<file path="src/rtl/cross_bar_pkg.sv">
// Shared types and configuration for the cross-bar arbitration logic.
package cross_bar_pkg;

    localparam int MASTER_N = 4;
    localparam int WEIGHT_W = 4;

    typedef logic [$clog2(MASTER_N)-1:0] master_idx_t;
    typedef logic [WEIGHT_W-1:0]         weight_t;

    typedef enum logic [0:0] {
        ARB_IDLE  = 1'b0,
        ARB_GRANT = 1'b1
    } arb_state_t;

endpackage

</file>
<file path="src/rtl/cross_bar_wrr_arbiter_if.sv">
// Request/grant bundle between the cross-bar masters and the WRR arbiter.
interface cross_bar_wrr_arbiter_if #(
    parameter int REQ_N = cross_bar_pkg::MASTER_N
);
    import cross_bar_pkg::*;

    localparam int IDX_W = $clog2(REQ_N);

    logic [REQ_N-1:0]          req;
    logic [REQ_N-1:0]          last;
    logic [REQ_N*WEIGHT_W-1:0] weight;
    logic [REQ_N-1:0]          grant;
    logic [IDX_W-1:0]          grant_idx;
    logic                      grant_valid;

    modport master (
        output req, last, weight,
        input  grant, grant_idx, grant_valid
    );

    modport slave (
        input  req, last, weight,
        output grant, grant_idx, grant_valid
    );

endinterface

</file>
<file path="src/rtl/cross_bar_rr_pick.sv">
// Combinational rotating find-first: first set bit of req_mask at or above
// start, wrapping modulo REQ_N.
module cross_bar_rr_pick #(
    parameter int REQ_N = 4,
    localparam int IDX_W = $clog2(REQ_N)
) (
    input  logic [REQ_N-1:0] req_mask,
    input  logic [IDX_W-1:0] start,
    output logic [REQ_N-1:0] pick,
    output logic [IDX_W-1:0] pick_idx,
    output logic             found
);

    logic [IDX_W:0]   pos_wide_s;
    logic [IDX_W-1:0] pos_s;

    // Walk the candidates in rotation order and keep the first requester.
    always_comb begin
        pick       = '0;
        pick_idx   = '0;
        found      = 1'b0;
        pos_wide_s = '0;
        pos_s      = '0;
        for (int k = 0; k < REQ_N; k++) begin
            pos_wide_s = {1'b0, start} + (IDX_W+1)'(k);
            if (pos_wide_s >= (IDX_W+1)'(REQ_N)) begin
                pos_wide_s = pos_wide_s - (IDX_W+1)'(REQ_N);
            end else begin
                pos_wide_s = pos_wide_s;
            end
            pos_s = pos_wide_s[IDX_W-1:0];
            if (!found && req_mask[pos_s]) begin
                found       = 1'b1;
                pick[pos_s] = 1'b1;
                pick_idx    = pos_s;
            end else begin
                found = found;
            end
        end
    end

endmodule

</file>
<file path="src/rtl/cross_bar_wrr_arbiter.sv">
// Weighted round-robin arbiter with transaction locking. The owner keeps the
// grant until last; it may run weight+1 back-to-back transactions per turn.
module cross_bar_wrr_arbiter
    import cross_bar_pkg::*;
#(
    parameter int REQ_N = MASTER_N
) (
    input  logic                  clk,
    input  logic                  reset,
    cross_bar_wrr_arbiter_if.slave bus
);

    localparam int IDX_W = $clog2(REQ_N);

    arb_state_t       state_r, state_s;
    logic [REQ_N-1:0] grant_r, grant_s;
    logic [IDX_W-1:0] grant_idx_r, grant_idx_s;
    logic             grant_valid_r;
    logic [IDX_W-1:0] ptr_r, ptr_s;
    weight_t          credit_r, credit_s;

    weight_t          weight_s [REQ_N];
    logic [REQ_N-1:0] mask_s;
    logic [IDX_W-1:0] start_s;
    logic [REQ_N-1:0] pick_s;
    logic [IDX_W-1:0] pick_idx_s;
    logic             found_s;
    logic [IDX_W-1:0] owner_next_s;

    // Successor index with wrap from REQ_N-1 back to 0.
    function automatic logic [IDX_W-1:0] next_idx(input logic [IDX_W-1:0] i);
        if (i == IDX_W'(REQ_N-1)) begin
            return '0;
        end else begin
            return i + IDX_W'(1);
        end
    endfunction

    for (genvar g = 0; g < REQ_N; g++) begin : g_weight
        assign weight_s[g] = bus.weight[g*WEIGHT_W +: WEIGHT_W];
    end

    assign owner_next_s = next_idx(grant_idx_r);

    // One picker serves both paths: from ptr when idle, from owner+1 (owner
    // excluded) while a grant is held.
    always_comb begin
        mask_s  = bus.req;
        start_s = ptr_r;
        if (state_r == ARB_GRANT) begin
            mask_s  = bus.req & ~grant_r;
            start_s = owner_next_s;
        end else begin
            mask_s  = bus.req;
            start_s = ptr_r;
        end
    end

    cross_bar_rr_pick #(.REQ_N(REQ_N)) u_pick (
        .req_mask (mask_s),
        .start    (start_s),
        .pick     (pick_s),
        .pick_idx (pick_idx_s),
        .found    (found_s)
    );

    // Next-state, next-grant, credit and pointer decisions.
    always_comb begin
        state_s     = state_r;
        grant_s     = grant_r;
        grant_idx_s = grant_idx_r;
        ptr_s       = ptr_r;
        credit_s    = credit_r;
        case (state_r)
            ARB_IDLE: begin
                if (found_s) begin
                    grant_s     = pick_s;
                    grant_idx_s = pick_idx_s;
                    credit_s    = weight_s[pick_idx_s];
                    state_s     = ARB_GRANT;
                end else begin
                    grant_s = '0;
                end
            end
            ARB_GRANT: begin
                if (!bus.req[grant_idx_r]) begin
                    // Owner released or aborted: hand over without a bubble.
                    if (found_s) begin
                        grant_s     = pick_s;
                        grant_idx_s = pick_idx_s;
                        credit_s    = weight_s[pick_idx_s];
                    end else begin
                        grant_s = '0;
                        ptr_s   = owner_next_s;
                        state_s = ARB_IDLE;
                    end
                end else if (bus.last[grant_idx_r]) begin
                    // Transaction boundary: spend credit, rotate, or reload.
                    if (credit_r != WEIGHT_W'(0)) begin
                        credit_s = credit_r - WEIGHT_W'(1);
                    end else if (found_s) begin
                        grant_s     = pick_s;
                        grant_idx_s = pick_idx_s;
                        credit_s    = weight_s[pick_idx_s];
                    end else begin
                        credit_s = weight_s[grant_idx_r];
                    end
                end else begin
                    credit_s = credit_r;
                end
            end
            default: begin
                state_s = ARB_IDLE;
                grant_s = '0;
            end
        endcase
    end

    // Arbitration state and registered outputs.
    always_ff @(posedge clk) begin
        if (reset) begin
            state_r       <= ARB_IDLE;
            grant_r       <= '0;
            grant_idx_r   <= '0;
            grant_valid_r <= 1'b0;
            ptr_r         <= '0;
            credit_r      <= '0;
        end else begin
            state_r       <= state_s;
            grant_r       <= grant_s;
            grant_idx_r   <= grant_idx_s;
            grant_valid_r <= |grant_s;
            ptr_r         <= ptr_s;
            credit_r      <= credit_s;
        end
    end

    assign bus.grant       = grant_r;
    assign bus.grant_idx   = grant_idx_r;
    assign bus.grant_valid = grant_valid_r;

endmodule

</file>
<file path="src/flat_wrapper.sv">
// flat-port wrapper written by rule: the top's interface ports become plain ports
module cross_bar_wrr_arbiter_flat import cross_bar_pkg::*;
#(
    parameter int REQ_N = MASTER_N
)
  (clk, reset, bus_req, bus_last, bus_weight, bus_grant, bus_grant_idx, bus_grant_valid);
  cross_bar_wrr_arbiter_if #(.REQ_N(REQ_N)) bus_i ();
  input  logic clk;
  input  logic reset;
  input wire logic [$bits(bus_i.req)-1:0] bus_req;
  input wire logic [$bits(bus_i.last)-1:0] bus_last;
  input wire logic [$bits(bus_i.weight)-1:0] bus_weight;
  output wire logic [$bits(bus_i.grant)-1:0] bus_grant;
  output wire logic [$bits(bus_i.grant_idx)-1:0] bus_grant_idx;
  output wire logic [$bits(bus_i.grant_valid)-1:0] bus_grant_valid;
  assign bus_i.req = bus_req;
  assign bus_i.last = bus_last;
  assign bus_i.weight = bus_weight;
  assign bus_grant = bus_i.grant;
  assign bus_grant_idx = bus_i.grant_idx;
  assign bus_grant_valid = bus_i.grant_valid;
  cross_bar_wrr_arbiter #(.REQ_N(REQ_N)) u_core (.clk(clk), .reset(reset), .bus(bus_i));
endmodule
</file>
<file path="config.mk">
export PLATFORM = sky130hd
export DESIGN_NAME = cross_bar_wrr_arbiter_flat
export DESIGN_NICKNAME = d
export VERILOG_FILES = /design/src/rtl/cross_bar_pkg.sv /design/src/rtl/cross_bar_wrr_arbiter_if.sv /design/src/rtl/cross_bar_rr_pick.sv /design/src/rtl/cross_bar_wrr_arbiter.sv /design/src/flat_wrapper.sv
export SDC_FILE = /design/constraint.sdc
export NUM_CORES = 1
export LEC_CHECK = 0
export CAP_MARGIN = 10
export CORE_AREA = 10 10 116 76
export DETAILED_ROUTE_END_ITERATION = 12
export DIE_AREA = 0 0 126 86
export HOLD_SLACK_MARGIN = 0.15
export SYNTH_ARGS = -nofsm -noshare
export SYNTH_HDL_FRONTEND = slang
export SYNTH_SLANG_ARGS = --single-unit
</file>
<file path="constraint.sdc">
create_clock -name clk -period 7.5 [get_ports clk]
set_clock_uncertainty 0.1 [all_clocks]
set_input_delay 1.5 -clock clk [delete_from_list [all_inputs] [get_ports clk]]
set_output_delay 1.5 -clock clk [all_outputs]
set_load 0.01 [all_outputs]
</file>
Yosys cells after proc, flatten, opt, wreduce, memory -nomap -nowiden
Index checks and enable logic that the tools add are counted.

Bits in registers: 14. Bits in latches: 0. Memory bits (writable): 0. Memory bits (read-only): 0. Input port bits: 26. Output and inout bits: 7. Word-level logic and storage cells: 122. Memories: 0.

Add/subtract/negate cells: 9. Multipliers: 0. Divide/modulo/power cells: 0. Magnitude comparators: 15. Equal/unequal tests: 3. Shift-type cells: 0. Muxes and demuxes: 65. Bitwise gates (word level): 10. Reduce and logical (&&, ||, !) cells: 14.

Operators with widths (count): two-way mux 4 bit (19); two-way mux 2 bit (14); binary-select mux 4 bit (select 2 bit) (2); two-way mux 1 bit (16); case mux 4 bit (2 select lines) (2); greater-or-equal comparator 3 bit, second input constant (5); < comparator 2 x 3 -> 1 bit, second input constant (5); binary-select mux 1 bit (select 2 bit) (6); OR 4 bit (3); demux 1 bit (select 2 bit) (4); greater-or-equal comparator 2 x 1 -> 1 bit, second input constant (4); subtractor 2 x 1 -> 2 bit, second input constant (4); logical AND 1 bit (7); adder 2 x 2 -> 3 bit, second input constant (2); inequality test 3 bit, second input constant (2); NOT 2 -> 3 bit (2); bitwise AND 4 bit (1); NOT 4 bit (1); case mux 2 bit (2 select lines) (1); nonzero test 4 bit (1); OR reduction 4 bit (1); subtractor 4 x 1 -> 4 bit, second input constant (1); adder 2 x 1 -> 3 bit, second input constant (1); greater-or-equal comparator 2 x 3 -> 1 bit, second input constant (1); other kinds (7) (11).

Logic depth before layout (Yosys ltp)
Gate-level depths: netlist of the first run.

Depth after elaboration: 26. Mapped depth: 11. Mapped depth without buffers: 9.

By module
From an unflattened synthesis of the first run, not the netlist that was laid out.

Cell total of the unflattened synthesis: 173. Area total of the unflattened synthesis: 1622.8 µm².

Modules (own cells, without submodules): cross_bar_wrr_arbiter (times used 1, cells each 128, area each 1203.7 µm², seq. area each 280.3 µm²); cross_bar_rr_pick (times used 1, cells each 45, area each 419.2 µm², seq. area each 0.0 µm²).

Worst setup path before layout of the first run
No wires, ideal clock.

Path kind: in2reg. From: input port bus_req[0]. To: register u_core.credit_r[0]. Library setup time: 0.117 ns. Arrival time: 3.245 ns. Data required time: 7.283 ns. Path slack: 4.038 ns. Stages: 8. Buffers on the path: 1. Cells stage by stage: a21bo_2 -> mux2i_1 -> a32oi_1 -> a22oi_1 -> or2_1 -> buf_6 -> mux4_2 -> a22o_1.

Longest elaborated chain between the ends: 23. Elaborated cells on any way between the ends: 37. Classes of those cells: 1 x eq/ne; 28 x mux; 2 x bitwise; 6 x reduce/logical.

RTL lines: from (decl) (RTL line flat_wrapper.sv:10) `input wire logic [$bits(bus_i.req)-1:0] bus_req;`; bitwise AND 4 bit (RTL line cross_bar_wrr_arbiter.sv:51) `mask_s = bus.req & ~grant_r;`; two-way mux 4 bit (RTL line cross_bar_wrr_arbiter.sv:50) `if (state_r == ARB_GRANT) begin`; binary-select mux 1 bit (select 2 bit) (RTL line cross_bar_rr_pick.sv:32) `if (!found && req_mask[pos_s]) begin`; two-way mux 1 bit (not written as such) (RTL line cross_bar_rr_pick.sv:32); two-way mux 1 bit (RTL line cross_bar_rr_pick.sv:32); logical NOT 1 bit (RTL line cross_bar_rr_pick.sv:32); logical AND 1 bit (RTL line cross_bar_rr_pick.sv:32); two-way mux 1 bit (RTL line cross_bar_rr_pick.sv:32); (+6 left out); NOT 2 -> 3 bit (not written as such) (RTL line cross_bar_wrr_arbiter.sv:79, cross_bar_wrr_arbiter.sv:91, cross_bar_wrr_arbiter.sv:104); binary-select mux 4 bit (select 2 bit) (RTL line cross_bar_wrr_arbiter.sv:79, cross_bar_wrr_arbiter.sv:91, cross_bar_wrr_arbiter.sv:104); two-way mux 4 bit (not written as such) (2 in a row) (RTL line cross_bar_wrr_arbiter.sv:79, cross_bar_wrr_arbiter.sv:91, cross_bar_wrr_arbiter.sv:104); two-way mux 4 bit (RTL line cross_bar_wrr_arbiter.sv:101) `end else if (found_s) begin`; two-way mux 4 bit (RTL line cross_bar_wrr_arbiter.sv:99) `if (credit_r != WEIGHT_W'(0)) begin`; two-way mux 4 bit (RTL line cross_bar_wrr_arbiter.sv:97) `end else if (bus.last[grant_idx_r]) begin`; two-way mux 4 bit (RTL line cross_bar_wrr_arbiter.sv:86) `if (!bus.req[grant_idx_r]) begin`; case mux 4 bit (2 select lines) (RTL line cross_bar_wrr_arbiter.sv:74) `case (state_r)`; to (signal assigned) (RTL line cross_bar_wrr_arbiter.sv:134) `credit_r <= credit_s;`; to (decl) (RTL line cross_bar_wrr_arbiter.sv:20) `weight_t credit_r, credit_s;`.

Several ways; a longest one is shown, not always the timed one. The select of a mux whose other input is x is not followed. A chain may end at the register's enable or synchronous reset.

Worst setup path in the final report of the first run
Same ends and word-level chain as after synthesis.

==> metrics, run 1 <==
# port buffers 32; Fin Setup TNS 0 ps; DIE AREA 0.01084 mm²; Max FO, Critical Path 8; crit-path cells clkdlybuf4s50_1, a21bo_2, mux2i_1, a32oi_1, a22oi_1, or2_1, mux4_2, a22o_1; fin nets 272; cell count after placement 317; Yosys cell types 55; Initial DRC Count 209; Slowest Stage Delay on Critical Path 550 ps; final WL 5.896 mm; die height 86 µm; Syn Std Cell Area 0.001774 mm²; post-DP HPWL 4.597 mm; worst ir drop on vdd 0.1647 mV; Slew Limit Fails 0; Final Util 33.69%; worst skew pair latency 250 ps; post-layout min period 4085 ps; most common cell after layout, fill and taps aside clkdlybuf4s50_1; vias in the first global route 1,723; Placer Congestion 1.004; CP startpoint bus_req[0]; hold-critical path depth 2; antenna violations before repair 0; n_diodes 0; Die Width 126 µm; clock sink count 14; Power per Cell Area 397.0 mW/mm²; # IOs 33; Syn Inst Count 208; Post-synth EDFFs 0; Worst Hold Class reg -> reg; status finished, final reports clean; CTS root buf clkbuf_16; FF-to-FF path depth 9; Fmax 0.2448 GHz; clock slew at reported path FFs 60 ps; H-tree Lvls 1; Crit Path Class in -> reg; Slowest-stage cell, CP mux4_2; vias per inst 5.919; core box area 0.006619 mm²; first-pass GRT wire length 9.259 mm; Worst EP required 7540 ps; DRC errors left 0; total congestion overflow 0; largest net degree at the start of global routing 18; pre-CTS setup slack 3197 ps; Lkg Pwr 0.8132 nW; Mean Syn Cell Area 8.530 µm²; Post-Syn Nets 245; site row count 23; Max Cap Viol 0; Routed Antenna Nets 0; Seq/Total Area, Yosys 15.80%; Setup violations, final 0; Post-CTS Setup Bufs 0; period utilisation layout 54.47%; CTS Buf Count 3; CTS tree done; routed len/inst 18.37 µm; FFs w/ async S/R, synth 0%; Worst Path Arrival 4130 ps; gr usage total 10.10%; final hold vios 0; Hold-fix buffers, CTS 0; startpoint types input port; worst r2r src u_core.bus.grant_idx[1]; main flop type after synthesis dfxtp_1; Synth Register Bits 14; Critical Path End Type register; most frequent cells in the layout 32 x clkdlybuf4s50_1, 24 x nor2_1, 14 x dfxtp_1; share of cells above drive strength 1 10.68%; Worst-Margin Slew 1074 ps; DR vias 1,900; Max clock buf depth 2; Resized cells post-CTS 0; Worst slew margin 27.75%; HP Start u_core.ptr_r[1]; Starting Density 26.81%; DRT Pass-1 Iters 4; Area growth, synth to finish 25.67%; Final WS setup 3415 ps; Non-Filler Instances 321; yosys warns 0; RSZ-0062 raised after global routing no
## state kept, by name, summed over array words and instances (netlist names)
name,count
u_core.state_r,1
u_core.ptr_r,2
u_core.credit_r,4
u_core.bus.grant,4
u_core.bus.grant_valid,1
u_core.bus.grant_idx,2
## synth_stat cells (all sizes together), types with 5 or more instances
cell	n	area [µm²]
nor2	25	110.1
dfxtp	14	280.3
a21oi	13	65.06
o21ai	12	60.06
ha	11	137.6
mux4	10	225.2
nand2	9	33.78
mux2i	8	92.59
inv	7	31.28
nand3	7	35.03
and2	6	37.54
buf	6	47.54
a21boi	5	41.29
nor3	5	25.02
## worst max-delay path, delay by kind of cell
kind                   cells  cell delay [ps]
AOI/OAI and AO/OA          4             1040
buffers and inverters      1              480
muxes                      2              800
and+or+nand+nor            1              310
## worst paths after layout
check	end	slack [ps]
worst min register to register	u_core.ptr_r[1]	460
worst max-delay path	u_core.credit_r[0]	3410
worst min-delay path	u_core.ptr_r[1]	460
worst max register to register	u_core.credit_r[0]	3730
## area by class of cell
type,instances,area [µm²]
Fill cell,691,4389
Multi-Input combinational cell,177,1400
Timing Repair Buffer,32,320.3
Sequential cell,14,280.3
Tap cell,87,108.9
Clock buffer,4,88.84
Inverter,7,31.28
## per-stage QoR
step	total power, mW	hold slack [ps]	area (µm²)
2_1_floorplan	0.5950	372.8	1774
3_3_place_gp	0.7535	444.0	2141
3_5_place_dp	0.7513	450.8	2141
4_1_cts	0.8732	461.0	2230
5_1_grt	0.9429	485.7	2230
6_report	0.8851	457.2	2230
## cells by family (layout without fill, tap and decap cells)
logic type | count (synthesis) | count (layout) | share of synthesized area [%]
buffers and inverters | 17 | 43 | 5.289
AO/OA/AOI/OAI | 76 | 76 | 31.10
XOR/XNOR | 1 | 1 | 0.4937
adder cells (fa/ha/maj) | 11 | 11 | 7.757
multiplexers | 20 | 20 | 19.18
flip-flops | 14 | 14 | 15.80
AND/OR/NAND/NOR | 69 | 69 | 20.38
## metal layers
layer | share of wire [%] | vias to the layer above | global-route usage (%)
li1 | - | 874 | -
met1 | 49 | 922 | 14.26
met2 | 44 | 98 | 14.89
met3 | 6.9 | 6 | 2.090
met4 | 0.92 | 0 | 2.987
met5 | 0 | - | 0
## report_power, final
part / internal [mW] / switching (mW)
sequential: 0.103 / 0.0580
combinational: 0.275 / 0.331
clock: 0.0811 / 0.0359
total: 0.460 / 0.425
Power figures use the tool's default switching activity.
==> run 2: changes to the inputs <==
==> constraint.sdc (replaced) <==
create_clock -name clk -period 3.9 [get_ports clk]
set_clock_uncertainty 0.1 [all_clocks]
set_input_delay 0.78 -clock clk [delete_from_list [all_inputs] [get_ports clk]]
set_output_delay 0.78 -clock clk [all_outputs]
set_load 0.01 [all_outputs]
==> run 2 against run 1 <==
  * First-iteration DRC count is 13% lower
  * Combinational power is 100% higher
  * Sequential share of layout area is 0.33 points lower
  * Via count hardly changed
  * Clock-buffer cell count stayed put
  * Die area stayed put
  * Flip-flop and latch count stayed put
  * Hold slack better by 16 ps
  * Final area is 2.7% higher
  * Final cell count is 2.5% higher
  * Power is 95% higher
  * Setup slack worse by 2800 ps
==> metrics, run 2 (synthesis results as in run 1) <==
# IOs 33 (unchanged); Fin Setup TNS 0 ps (unchanged); # port buffers 32 (unchanged); most frequent cells in the layout 32 x clkdlybuf4s50_1, 24 x nor2_1, 14 x dfxtp_1; CP bufs+invs 0 (-1); RSZ-0062 raised after global routing no; post-DP HPWL 4.678 mm (+1.8%); Initial DRC Count 181 (-13%); Area after DPL 0.002201 mm² (+2.8%); DRT Pass-1 Iters 5 (+1); fin nets 280 (+2.9%); clock group share of total power 12.5% (-0.7 points); Resized cells post-CTS 0 (unchanged); combinational power share 72.1% (+3.5 points); switch share 46.65% (-1.4 points); total congestion overflow 0 (unchanged); Die Width 126 µm (unchanged); Layout fillers 680 (-1.6%); first-pass GRT wire length 9.321 mm (+0.67%); Fmax 0.3075 GHz; Slowest Stage Delay on Critical Path 420 ps (-130 ps); Slew Limit Fails 0 (unchanged); site row count 23 (unchanged); Worst Hold Class reg -> reg; delay-heaviest family, CP adder cells; antenna violations before repair 0 (unchanged); vias in the first global route 1,767 (+2.6%); post-layout min period 3252 ps; crit-path cells ha_1, mux2i_4, ha_1, nor3_1, a32oi_1, o21a_1, nand2_1, mux4_2, a22o_1; CTS root buf clkbuf_16; Critical Path End Type register; n_diodes 0 (unchanged); status finished, final reports clean; most used cell, CP ha_1; Max clock buf depth 2 (unchanged); Placer Congestion 1.003 (about the same); most common cell after layout, fill and taps aside clkdlybuf4s50_1; clock slew at reported path FFs 50 ps (about the same); gr usage total 10.17% (+0.071 points); Routed Antenna Nets 0 (unchanged); Worst Path Arrival 3290 ps (-840 ps); Power per Cell Area 753.4 mW/mm² (+90%); Max FO, Critical Path 9 (+1); Starting Density 26.81% (unchanged); routed len/inst 17.69 µm (-3.7%); Non-Filler Instances 329 (+2.5%); Design Area, Final 0.002290 mm² (+2.7%); cell-internal power 0.9203 mW (+100%); vias per inst 5.778 (-2.4%); Hold-fix buffers, CTS 0 (unchanged); Worst EP required 3940 ps (-3600 ps); DIE AREA 0.01084 mm² (unchanged); Lkg Pwr 0.8528 nW (+4.9%); Worst slew margin 64.45% (+37 points); Setup violations, final 0 (unchanged); Flop pwr share 15.3% (-2.9 points); startpoint types register; Crit Path Class reg -> reg; share of cells above drive strength 1 13.64% (+3.0 points); Max Cap Viol 0 (unchanged); Final WS setup 648.0 ps (-2767 ps); final hold vios 0 (unchanged); worst ir drop on vdd 0.2318 mV (+41%); Post-CTS Setup Bufs 0 (unchanged); pre-CTS setup slack 428.0 ps (-2769 ps); DRC errors left 0 (unchanged); final WL 5.820 mm (-1.3%); DR vias 1,901 (+0.053%); Area growth, synth to finish 29.06%; clock sink count 14 (unchanged); Worst-Margin Slew 532.2 ps (-541.7 ps); cell count after placement 325 (+2.5%); period utilisation layout 83.39%; core box area 0.006619 mm² (unchanged); Switching Power 0.8048 mW (+89%); H-tree Lvls 1 (unchanged); Slowest-stage cell, CP ha_1; worst skew pair latency 240 ps (about the same); largest net degree at the start of global routing 14 (-4); CTS tree done; CTS Buf Count 3 (unchanged); die height 86 µm (unchanged)
[run 2: cell count changes in the layout (fill, tap and decap cells not counted), sizes merged]
cell	previous run	this run
buf	0	8
[run 2: power by group through the flow]
stage	clock network (mW)	registers [mW]	logic, mW
after detailed placement	0	0.264	1.22
after global routing	0.226	0.273	1.37
after floorplan	0	0.250	0.895
after global placement	0	0.264	1.22
final	0.216	0.264	1.24
after CTS	0.219	0.262	1.22
[run 2: area by class of cell]
type	count	area, µm²	area share (%)
Multi-Input combinational cell	177	1400	61.15
Timing Repair Buffer	40	380.4	16.61
Sequential cell	14	280.3	12.24
Tap cell	87	108.9	4.754
Clock buffer	4	88.84	3.880
Inverter	7	31.28	1.366
[run 2: routing by layer]
layer | routed length [µm] | track usage (%) | vias to the layer above
li1 | - | - | 888
met1 | 2878 | 15.39 | 911
met2 | 2422 | 13.90 | 98
met3 | 479 | 2.028 | 4
met4 | 40 | 2.472 | 0
met5 | 0 | 0 | -
[run 2: final timing paths]
path	start	end	slack, ps	cells after the start
max reg2reg	u_core.bus.grant_idx[0]	u_core.credit_r[0]	650	9
min	u_core.ptr_r[1]	u_core.ptr_r[1]	470	2
max	u_core.bus.grant_idx[0]	u_core.credit_r[0]	650	9
min reg2reg	u_core.ptr_r[1]	u_core.ptr_r[1]	470	2
[run 2: through the flow]
| stage | utilization (%) | hold slack [ps] | power (mW) |
|---|---|---|---|
| floorplan | - | 372.8 | 1.144 |
| global placement | 33.25 | 440.5 | 1.488 |
| detailed placement | 33.25 | 442.7 | 1.480 |
| CTS | 34.59 | 468.3 | 1.705 |
| global route | 34.59 | 540.9 | 1.864 |
| finish | 34.59 | 473.3 | 1.725 |
[run 2: worst min-delay path, stage by stage, from the launching register on]
cell and delay [ps]:
dfxtp_1 330, mux2i_1 140, nor2_1 50
==> run 3: changes to the inputs <==
==> constraint.sdc (replaced) <==
create_clock -name clk -period 3.3 [get_ports clk]
set_clock_uncertainty 0.1 [all_clocks]
set_input_delay 0.66 -clock clk [delete_from_list [all_inputs] [get_ports clk]]
set_output_delay 0.66 -clock clk [all_outputs]
set_load 0.01 [all_outputs]
==> run 3 against run 2 <==
  * Setup slack got worse by 490 ps
  * Largest power group unchanged
  * Clock power grew 19%
  * Die area is the same
  * Register-to-register slack got worse by 490 ps
  * Critical path depth did not move
  * Sequential power is 17% higher
  * Highest routed layer unchanged
==> metrics, run 3 (synthesis results as in run 1) <==
clock sink count 14 (unchanged); footprint of the multi-input gates 0.001400 mm² (unchanged); Slew Limit Fails 0 (unchanged); DRT Pass-1 Iters 5 (unchanged); status finished, final reports clean; Worst Path Arrival 3180 ps (-110 ps); Layout fillers 687 (+1.0%); Fmax 0.3183 GHz (+3.5%); H-tree Lvls 1 (unchanged); # IOs 33 (unchanged); Fin Setup TNS 0 ps (unchanged); DRC errors left 0 (unchanged); post-DP HPWL 4.815 mm (+2.9%); Initial DRC Count 244 (+35%); total congestion overflow 0 (unchanged); CTS Buf Count 3 (unchanged); Flop pwr share 14.5% (-0.8 points); fin nets 294 (+5.0%); CTS root buf clkbuf_16; Worst Hold Class reg -> reg; most used cell, CP ha_1; most frequent cells in the layout 32 x clkdlybuf4s50_1, 24 x nor2_1, 22 x buf_4; share of cells above drive strength 1 18.75% (+5.1 points); gr usage total 10.37% (+0.20 points); Pwr Total 2.137 mW (+24%); n_diodes 0 (unchanged); clock group share of total power 12.1% (-0.4 points); antenna violations before repair 0 (unchanged); Max FO, Critical Path 6 (-3); final WL 5.848 mm (+0.48%); Design Area, Final 0.002396 mm² (+4.6%); CTS tree done; die height 86 µm (unchanged); switch share 45.56% (-1.1 points); largest net degree at the start of global routing 14 (unchanged); routed len/inst 17.05 µm (-3.6%); Critical Path End Type register; vias in the first global route 1,841 (+4.2%); Lkg Pwr 0.9203 nW (+7.9%); site row count 23 (unchanged); RSZ-0062 raised after global routing no; Worst slew margin 66.80% (+2.4 points); Setup violations, final 0 (unchanged); Die Width 126 µm (unchanged); Hold-fix buffers, CTS 0 (unchanged); Max Cap Viol 0 (unchanged); worst ir drop on vdd 0.3027 mV (+31%); period utilisation layout 95.21% (+12 points); clock slew at reported path FFs 50 ps (about the same); cell-internal power 1.163 mW (+26%); first-pass GRT wire length 9.653 mm (+3.6%); crit-path cells ha_1, mux2i_4, ha_1, nor3_1, a32oi_1, o21a_1, nand2_1, mux4_2, a22o_1; Routed Antenna Nets 0 (unchanged); Max clock buf depth 2 (unchanged); Worst EP required 3340 ps (-600 ps); Final Util 36.20% (+1.6 points); Starting Density 26.81% (unchanged); final hold vios 0 (unchanged); Worst-Margin Slew 484.1 ps (-48.04 ps); worst skew pair latency 240 ps (about the same); core box area 0.006619 mm² (unchanged); Crit Path Class reg -> reg; Area growth, synth to finish 35.05%; DIE AREA 0.01084 mm² (unchanged); vias per inst 5.647 (-2.3%); combinational power share 73.4% (+1.3 points); most common cell after layout, fill and taps aside clkdlybuf4s50_1; Placer Congestion 0.9424 (-6.1%); startpoint types register; post-layout min period 3142 ps (-110.0 ps); Slowest Stage Delay on Critical Path 380 ps (-40 ps); Power per Cell Area 891.7 mW/mm² (+18%); Area after DPL 0.002306 mm² (+4.8%); Slowest-stage cell, CP ha_1; # port buffers 32 (unchanged); register area 281.5 µm² (+0.45%); DR vias 1,937 (+1.9%); Switching Power 0.9734 mW (+21%)
-- run 3: power groups by stage --
stage	Combinational, mW	Sequential [mW]	Clock [mW]
5_1_grt	1.72	0.320	0.267
2_1_floorplan	1.06	0.295	0
6_report	1.57	0.310	0.258
4_1_cts	1.55	0.308	0.261
3_3_place_gp	1.55	0.310	0
3_5_place_dp	1.54	0.309	0
-- run 3: what timing repair did --
item,in CTS,in global routing
endpoints found under the hold margin,0,0
setup endpoints to repair,0,2
resized for setup,0,1
setup buffers,0,0
-- run 3: metrics by stage --
| stage | setup WS, ps | std cells | hold slack [ps] |
|---|---|---|---|
| floorplan | 324.5 | 208 | 372.8 |
| global placement | -3.076 | 339 | 448.4 |
| detailed placement | -63.50 | 339 | 443.9 |
| CTS | 190.3 | 343 | 453.9 |
| global route | 23.76 | 343 | 500.8 |
| finish | 158.0 | 343 | 455.2 |
-- run 3: layer usage --
metal	up-vias	routed length, µm	global-route usage (%)
met5	-	0	0
met1	923	2910	15.49
met4	0	53	2.472
met2	86	2475	14.56
met3	10	408	1.967
li1	918	-	-
-- run 3: worst paths after layout --
| check | from | end | slack, ps | cells past startpoint |
|---|---|---|---|---|
| max | u_core.bus.grant_idx[0] | u_core.credit_r[0] | 160 | 9 |
| min | u_core.ptr_r[1] | u_core.ptr_r[1] | 460 | 2 |
| max reg2reg | u_core.bus.grant_idx[0] | u_core.credit_r[0] | 160 | 9 |
| min reg2reg | u_core.ptr_r[1] | u_core.ptr_r[1] | 460 | 2 |
-- run 3: layout make-up --
type                            count  share of cell area [%]
Sequential cell                    14                   11.75
Tap cell                           87                   4.543
Timing Repair Buffer               54                   20.26
Inverter                            7                   1.305
Clock buffer                        4                   3.708
Multi-Input combinational cell    177                   58.43
-- run 3: worst max-delay path: cells and delay by family, from the launching register on --
kind	cells	cell delay (ps)
and+or+nand+nor	2	550
adders and majority gates	2	720
AOI/OAI and AO/OA	3	700
DFF	1	320
muxes	2	650
